===== config.mk =====
export PLATFORM = sky130hd
export DESIGN_NAME = char_mem_arbiter_flat
export DESIGN_NICKNAME = d
export VERILOG_FILES = /design/src/rtl/char_mem_arbiter_if.sv /design/src/rtl/char_mem_arbiter.sv /design/src/flat_wrapper.sv
export SDC_FILE = /design/constraint.sdc
export NUM_CORES = 1
export LEC_CHECK = 0
export ABC_AREA = 1
export ABC_CLOCK_PERIOD_IN_PS = 5760
export BUFFER_PORTS_ARGS = -buffer_cell sky130_fd_sc_hd__buf_4
export CORE_ASPECT_RATIO = 1.25
export CORE_UTILIZATION = 52
export CTS_CLUSTER_SIZE = 8
export DETAILED_ROUTE_END_ITERATION = 10
export GPL_TIMING_DRIVEN = 0
export HOLD_SLACK_MARGIN = 0.06
export PLACE_DENSITY = 0.85
export REMOVE_ABC_BUFFERS = 1
export SLEW_MARGIN = 40
export SYNTH_ARGS = -nofsm -noshare
export SYNTH_HDL_FRONTEND = slang
export SYNTH_SLANG_ARGS = --single-unit

===== constraint.sdc =====
create_clock -name clk -period 5.76 [get_ports clk]
set_input_delay 1.728 -clock clk [delete_from_list [all_inputs] [get_ports clk]]
set_output_delay 1.728 -clock clk [all_outputs]
set_load 0.005 [all_outputs]

===== src/rtl/char_mem_arbiter_if.sv =====
// CPU-side bus of the character/font memory arbiter.
// Handshake: the master pulses cpu_req for one cycle with cpu_we/cpu_addr/cpu_wdata valid;
// it is taken only while cpu_busy=0. A read completes with a one-cycle cpu_rvalid pulse,
// and cpu_rdata then holds the result until the next read completes.
interface char_mem_arbiter_if #(
  parameter int ADDR_W = 13
);
  logic              cpu_req;
  logic              cpu_we;
  logic [ADDR_W-1:0] cpu_addr;
  logic [7:0]        cpu_wdata;
  logic              cpu_busy;
  logic              cpu_rvalid;
  logic [7:0]        cpu_rdata;

  modport master (
    output cpu_req,
    output cpu_we,
    output cpu_addr,
    output cpu_wdata,
    input  cpu_busy,
    input  cpu_rvalid,
    input  cpu_rdata
  );

  modport slave (
    input  cpu_req,
    input  cpu_we,
    input  cpu_addr,
    input  cpu_wdata,
    output cpu_busy,
    output cpu_rvalid,
    output cpu_rdata
  );
endinterface


===== src/rtl/char_mem_arbiter.sv =====
// Time-slot arbiter for the shared text/font BRAM: two video fetches per 8-pixel cell
// (character code, then glyph row), remaining cycles serve one buffered CPU access.
module char_mem_arbiter #(
  parameter int COLS      = 80,
  parameter int ADDR_W    = 13,
  parameter int FONT_BASE = 2560
) (
  input  logic              clk,
  input  logic              resetq,
  input  logic [9:0]        vid_xpos,
  input  logic [9:0]        vid_ypos,
  input  logic              vid_fetch,
  char_mem_arbiter_if.slave cpu,
  output logic [ADDR_W-1:0] mem_addr,
  output logic              mem_we,
  output logic [7:0]        mem_wdata,
  input  logic [7:0]        mem_rdata,
  output logic [7:0]        glyph,
  output logic              glyph_hl,
  output logic              glyph_load,
  output logic [1:0]        o_dbg_state
);

  localparam logic [1:0] ST_IDLE = 2'd0;
  localparam logic [1:0] ST_PEND = 2'd1;
  localparam logic [1:0] ST_RD   = 2'd2;
  localparam logic [1:0] ST_RET  = 2'd3;

  logic [1:0]        r_state;
  logic              r_we;
  logic [ADDR_W-1:0] r_addr;
  logic [7:0]        r_wdata;
  logic [7:0]        r_rdata;
  logic              r_fetch0;
  logic              r_fetch1;
  logic              r_hl_pend;
  logic [7:0]        r_glyph;
  logic              r_glyph_hl;
  logic              r_glyph_load;

  logic [2:0]        w_slot;
  logic              w_vid0;
  logic              w_vid1;
  logic              w_cpu_slot;
  logic              w_capture;
  logic [ADDR_W-1:0] w_char_addr;
  logic [ADDR_W-1:0] w_font_addr;
  logic [1:0]        w_state_nxt;
  logic              w_accept;

  assign w_slot = vid_xpos[2:0];

  // Slot 1 stays a video slot once slot 0 started a cell, even if vid_fetch has dropped.
  assign w_vid0     = vid_fetch && (w_slot == 3'd0);
  assign w_vid1     = (w_slot == 3'd1) && (vid_fetch || r_fetch0);
  assign w_cpu_slot = !(w_vid0 || w_vid1);
  assign w_capture  = (w_slot == 3'd2) && r_fetch1;

  assign w_char_addr = ADDR_W'(vid_xpos[9:3]) + ADDR_W'(COLS) * ADDR_W'(vid_ypos[9:4]);
  // Glyph table starts at code 32, so code*16 is rebased by 32*16 = 512.
  assign w_font_addr = ADDR_W'(FONT_BASE) + ADDR_W'({mem_rdata[6:0], vid_ypos[3:0]})
                       - ADDR_W'(512);

  always_comb begin
    w_state_nxt = r_state;
    w_accept    = 1'b0;
    case (r_state)
      ST_IDLE: begin
        if (cpu.cpu_req) begin
          w_accept    = 1'b1;
          w_state_nxt = ST_PEND;
        end
      end
      ST_PEND: begin
        if (w_cpu_slot) begin
          w_state_nxt = r_we ? ST_IDLE : ST_RD;
        end
      end
      ST_RD: begin
        w_state_nxt = ST_RET;
      end
      ST_RET: begin
        // cpu_busy is already low here, so a new request is taken.
        if (cpu.cpu_req) begin
          w_accept    = 1'b1;
          w_state_nxt = ST_PEND;
        end else begin
          w_state_nxt = ST_IDLE;
        end
      end
      default: begin
        w_state_nxt = ST_IDLE;
      end
    endcase
  end

  always_comb begin
    mem_addr = r_addr;
    mem_we   = 1'b0;
    if (w_vid0) begin
      mem_addr = w_char_addr;
    end else if (w_vid1) begin
      mem_addr = w_font_addr;
    end else if (r_state == ST_PEND) begin
      mem_we = r_we;
    end
  end

  always_ff @(posedge clk or negedge resetq) begin
    if (!resetq) begin
      r_state <= ST_IDLE;
      r_we    <= 1'b0;
      r_addr  <= '0;
      r_wdata <= 8'd0;
      r_rdata <= 8'd0;
    end else begin
      r_state <= w_state_nxt;
      if (w_accept) begin
        r_we    <= cpu.cpu_we;
        r_addr  <= cpu.cpu_addr;
        r_wdata <= cpu.cpu_wdata;
      end
      if (r_state == ST_RD) begin
        r_rdata <= mem_rdata;
      end
    end
  end

  always_ff @(posedge clk or negedge resetq) begin
    if (!resetq) begin
      r_fetch0     <= 1'b0;
      r_fetch1     <= 1'b0;
      r_hl_pend    <= 1'b0;
      r_glyph      <= 8'd0;
      r_glyph_hl   <= 1'b0;
      r_glyph_load <= 1'b0;
    end else begin
      r_fetch0     <= w_vid0;
      r_fetch1     <= w_vid1;
      r_glyph_load <= w_capture;
      if (w_vid1) begin
        r_hl_pend <= mem_rdata[7];
      end
      if (w_capture) begin
        r_glyph    <= mem_rdata;
        r_glyph_hl <= r_hl_pend;
      end
    end
  end

  assign mem_wdata      = r_wdata;
  assign glyph          = r_glyph;
  assign glyph_hl       = r_glyph_hl;
  assign glyph_load     = r_glyph_load;
  assign cpu.cpu_busy   = (r_state == ST_PEND) || (r_state == ST_RD);
  assign cpu.cpu_rvalid = (r_state == ST_RET);
  assign cpu.cpu_rdata  = r_rdata;
  assign o_dbg_state    = r_state;

endmodule

===== src/flat_wrapper.sv =====
// flat-port wrapper written by rule: the top's interface ports become plain ports
module char_mem_arbiter_flat 
#(
  parameter int COLS      = 80,
  parameter int ADDR_W    = 13,
  parameter int FONT_BASE = 2560
)
  (clk, resetq, vid_xpos, vid_ypos, vid_fetch, mem_addr, mem_we, mem_wdata, mem_rdata, glyph, glyph_hl, glyph_load, o_dbg_state, cpu_cpu_req, cpu_cpu_we, cpu_cpu_addr, cpu_cpu_wdata, cpu_cpu_busy, cpu_cpu_rvalid, cpu_cpu_rdata);
  char_mem_arbiter_if #(.ADDR_W(ADDR_W)) cpu_i ();
  input  logic clk;
  input  logic resetq;
  input  logic [9:0] vid_xpos;
  input  logic [9:0] vid_ypos;
  input  logic vid_fetch;
  output logic [ADDR_W-1:0] mem_addr;
  output logic mem_we;
  output logic [7:0] mem_wdata;
  input  logic [7:0] mem_rdata;
  output logic [7:0] glyph;
  output logic glyph_hl;
  output logic glyph_load;
  output logic [1:0] o_dbg_state;
  input wire logic [$bits(cpu_i.cpu_req)-1:0] cpu_cpu_req;
  input wire logic [$bits(cpu_i.cpu_we)-1:0] cpu_cpu_we;
  input wire logic [$bits(cpu_i.cpu_addr)-1:0] cpu_cpu_addr;
  input wire logic [$bits(cpu_i.cpu_wdata)-1:0] cpu_cpu_wdata;
  output wire logic [$bits(cpu_i.cpu_busy)-1:0] cpu_cpu_busy;
  output wire logic [$bits(cpu_i.cpu_rvalid)-1:0] cpu_cpu_rvalid;
  output wire logic [$bits(cpu_i.cpu_rdata)-1:0] cpu_cpu_rdata;
  assign cpu_i.cpu_req = cpu_cpu_req;
  assign cpu_i.cpu_we = cpu_cpu_we;
  assign cpu_i.cpu_addr = cpu_cpu_addr;
  assign cpu_i.cpu_wdata = cpu_cpu_wdata;
  assign cpu_cpu_busy = cpu_i.cpu_busy;
  assign cpu_cpu_rvalid = cpu_i.cpu_rvalid;
  assign cpu_cpu_rdata = cpu_i.cpu_rdata;
  char_mem_arbiter #(.COLS(COLS), .ADDR_W(ADDR_W), .FONT_BASE(FONT_BASE)) u_core (.clk(clk), .resetq(resetq), .vid_xpos(vid_xpos), .vid_ypos(vid_ypos), .vid_fetch(vid_fetch), .cpu(cpu_i), .mem_addr(mem_addr), .mem_we(mem_we), .mem_wdata(mem_wdata), .mem_rdata(mem_rdata), .glyph(glyph), .glyph_hl(glyph_hl), .glyph_load(glyph_load), .o_dbg_state(o_dbg_state));
endmodule

Word-level counts from Yosys, hierarchy flattened --
Index checks and enable logic that the tools add are counted.
Operators by class: mux-type cells 12, multipliers 1, reduce and logical (&&, ||, !) cells 10, equality and inequality tests 7, $add $sub $neg 3
Operators by type and width (count):
- 2-to-1 mux 13 bit | 2
- adder 12 x 11 -> 13 bit, first input constant | 1
- adder 7 x 13 -> 13 bit | 1
- subtractor 13 x 10 -> 13 bit, second input constant | 1
- multiplier 3 x 6 -> 9 bit, first input constant | 1
- one-hot mux 2 bit (4 select lines) | 1
- 2-to-1 mux 1 bit | 6
- 2-to-1 mux 2 bit | 3
- == test 2 bit, second input constant | 2
- != test 2 bit, second input constant | 2
- == test 3 x 1 -> 1 bit, second input constant | 1
- == test 3 x 2 -> 1 bit, second input constant | 1
- logical AND 1 bit | 3
- zero test 3 bit | 1
- logical OR 1 bit | 3
- == test 2 x 1 -> 1 bit, second input constant | 1
- zero test 2 bit | 1
- AND reduction 2 bit | 1
- OR reduction 2 bit | 1
Word-level totals: register bits 45, word-level logic and storage cells 44, input bits 54

Longest topological paths before layout --
word-level depth 5, depth in mapped cells 12, depth with buffers taken out 12

Worst setup path after synthesis --
No wires, ideal clock.
path kind input port to output port, start point in vid_ypos[5], end point out mem_addr[12], arrival 3.290 ns, setup slack 0.742 ns, buffers on the path 0, cell stages on the path 12, path through ha_1 -> ha_1 -> fa_1 -> nand2_1 -> inv_1 -> nor2_1 -> nand3_1 -> nor2_1 -> nand2_1 -> nand2_1 -> nand2_1 -> nand2_1
On the way: word-level cells in the longest chain between the ends 3
RTL lines:
- from (decl) | line flat_wrapper.sv:13 | input logic [9:0] vid_ypos;
- multiplier 3 x 6 -> 9 bit | line char_mem_arbiter.sv:59 | assign w_char_addr = ADDR_W'(vid_xpos[9:3]) + ADDR_W'(COLS) * ADDR_W'(vid_ypos[9:4]);
- adder 7 x 13 -> 13 bit | line char_mem_arbiter.sv:59
- 2-to-1 mux 13 bit | line char_mem_arbiter.sv:100 | if (w_vid0) begin
- to (decl) | line flat_wrapper.sv:15 | output logic [ADDR_W-1:0] mem_addr;
No other way between the ends.

Worst setup path in the final report --
start point in vid_ypos[5], end point out mem_addr[11]
The elaborated chain is that of the path after synthesis.

==> flow_summary_export.csv <==
group,metric,value,unit
outcome,status,"finished clean",
sta,max_freq,0.1829,GHz
clock_network,insertion_delay,290,ps
die,start_util,54.66,%
sta,rsz0062_at_grt,"false",
clock_network,cts_inserted_buffers,5,
die,die_x,63.24,um
routing,vias,2163,
routing,ant_nets,0,
setup_path,path_common_cell,"nand2_1",
min_path,whs_path_depth,2,
global_route,track_usage,25.25,%
layout,fin_util,72.84,%
sta,period_share,94.94,%
clock_network,post_cts_buffers,0,
global_route,grt_max_degree,46,
layout,layout-drive-gt1-share,35.93,%
setup_path,crit_arrival,3740,ps
placed_design,gp_congestion,0.8807,
clock_network,cts_tree,"yes",
setup_path,r2r_setup_slack,3790,ps
die,pin_count,98,
sta,finalSetupViolCount,0,
setup_path,crit_type,"in2out",
setup_path,cp_cell_sequence,"buf_4, ha_1, ha_1, fa_1, nand2_1, inv_1, nor2_1, nand3_1, o21ai_0, nand2_1, nand2_1, nand2_1, buf_4",
sta,fin_crit,5469,ps
routing,drtPass1Iterations,4,
routing,drc_errors,0,
min_path,hold_path_class,"reg2reg",
routing,dr.first_iter.drc_count,195,
layout,n_antenna_cell,0,
setup_path,r2r_cells,4,
sta,finalMaxSlewViolations,0,
global_route,antenna_found_initial,0,
routing,viasPerCell,5.187,
layout,fin_nets,431,
yosys,synth_edf_count,0,
yosys,synth.distinct_cells,24,
clock_network,cts-hold-fix-buffers,0,
die,fp.dieArea,4967,um^2
placed_design,portBuffers,97,
yosys,netlist_area,2437,um^2
sta,hold_violations,0,
setup_path,startpoint_type,"input pin",
die,die_h,78.55,um
pwr,p_leak,1.716,nW
yosys,synth.most_common_cell,"nand2_1",
yosys,synth_commonest_cells,"60 x nand2_1, 45 x dfrtp_1, 25 x a21oi_1, 25 x nor2_1, 24 x mux2_2",
clock_network,cts_htree_levels,2,
yosys,syn_inst,265,
sta,worst_slew_pin_slew,566.1,ps
yosys,synthArstFlopShare,100.0,%
die,core_area,4459,um^2
sta,slew_headroom,62.15,%
setup_path,r2r-end,"u_core.r_addr[10]",
routing,wl,5.809,mm
setup_path,critPathMaxFanout,3,
global_route,grt_pass1_vias,2140,
clock_network,cts.reportedPaths.clkPinSlew,70,ps
yosys,synth_largest_area_cell,"dfrtp_1",
sta,fin_skew,4.943,ps
placed_design,hpwlAfterDp,4.357,mm
layout,nFillCells,372,
min_path,hp-start,"u_core.glyph[1]",
clock_network,root_buffer,"clkbuf_8",
yosys,synth_top_area_share,46.20,%
setup_path,cp_slowest_cell,"fa_1",
routing,wl_per_cell,13.93,um
sta,setup_tns,0,ps
yosys,yosysSeqAreaShare,46.20,%
yosys,ys_ff_latch,45,
pwr,vdd_drop_max,253.2,uV
yosys,syn_area_per_cell,9.198,um^2
layout,area_delta_synth_final,33.27,%
global_route,grt_pass1_wl,9.549,mm
yosys,synthTopCellsByArea,"dfrtp_1 46%, mux2_2 11%, nand2_1 9.2%",
global_route,grt_overflow_total,0,
die,num_rows,27,
setup_path,rr_startpoint,"u_core.o_dbg_state[0]",
clock_network,cts_resized,0,
yosys,yosysWarnings,0,
yosys,ys.flop_type,"dfrtp_1",
clock_network,clock_path_buffers,2,
setup_path,cp-end-kind,"output port",
setup_path,cp_data_required_time,4030,ps
clock_network,clkSinkCount,45,
pwr,power_density,389.4,nW/um^2
min_path,whs_endpoint,"u_core.glyph[1]",
flow_run,drv_cap,0,
setup_path,cpPeakStageDelay,420,ps
## critical path: cells and delay by family
kind            cells  cell delay, ps
buf+inv             3             310
simple gates        6             590
compound gates      1             190
fa+ha+maj           3             930
## layout by cell type, fill, tap and decap left out, drive strengths merged
| cell | count |
|---|---|
| xor2 | 2 |
| and3 | 1 |
| nor2 | 25 |
| fa | 2 |
| clkbuf | 7 |
| or2 | 1 |
| nand3b | 1 |
| nand3 | 11 |
| buf | 97 |
| inv | 20 |
| clkinv | 2 |
| o21ai | 17 |
| nand2 | 61 |
| ha | 16 |
| nand4 | 1 |
| a22oi | 1 |
| dfrtp | 45 |
| mux2 | 24 |
| a21oi | 25 |
## kinds of logic after synthesis
group	Yosys count	synth area share (%)
muxes	24	11.09
adders and majority gates	18	9.856
xor gates and xnor gates	2	0.7188
DFF	45	46.20
buffers and inverters	32	6.520
AOI/OAI and AO/OA	43	8.932
and+or+nand+nor	101	16.68
## state kept, by name (all words and copies together), names as in the netlist, named ones only
| register | cells |
|---|---|
| u_core.glyph_hl | 1 |
| u_core.glyph | 8 |
| u_core.r_addr | 13 |
| u_core.cpu.cpu_rdata | 8 |
| u_core.mem_wdata | 8 |
| u_core.r_we | 1 |
| u_core.r_fetch1 | 1 |
| u_core.o_dbg_state | 1 |
| u_core.r_hl_pend | 1 |
| u_core.r_fetch0 | 1 |
| u_core.glyph_load | 1 |
## worst max path at each step
stage	start	endpoint	slack, ps	depth (start not counted)
after global placement	vid_ypos[5]	mem_addr[11]	360	13
after floorplan	vid_ypos[5]	mem_addr[11]	730	11
after detailed placement	vid_ypos[5]	mem_addr[11]	310	13
final	vid_ypos[5]	mem_addr[11]	290	13
after global routing	vid_ypos[5]	mem_addr[11]	100	13
after CTS	vid_ypos[5]	mem_addr[11]	310	13
## where the power goes
group | internal [mW] | switching [mW]
Combinational | 0.329 | 0.231
Sequential | 0.439 | 0.0714
Clock | 0.0952 | 0.0991
Total | 0.863 | 0.402
## cell type report
| type | instances | area [um^2] | area share (%) |
|---|---|---|---|
| multi-input combinational | 188 | 1152 | 35.48 |
| sequential | 45 | 1126 | 34.67 |
| timing repair buffer | 97 | 728.2 | 22.42 |
| clock buffer | 7 | 86.33 | 2.658 |
| inverter | 22 | 82.58 | 2.542 |
| tap | 58 | 72.57 | 2.234 |
## layer usage
metal | GRT usage [%] | wire [um]
met3 | 4.942 | 331
met5 | 0 | 0
met4 | 13.86 | 241
met1 | 27.81 | 2268
met2 | 45.16 | 2967
## stage by stage
step	power, mW	area [um^2]	hold WS [ps]	setup WS (ps)	instances
after global routing	1.362	3248	509.4	96.10	417
final	1.265	3248	478.7	291.3	417
after CTS	1.273	3248	483.6	308.7	417
after floorplan	0.7883	2361	449.2	731.0	255
after detailed placement	1.077	3162	464.9	312.0	410
after global placement	1.050	3162	456.7	360.3	410
(Power assumes the default switching activity.)
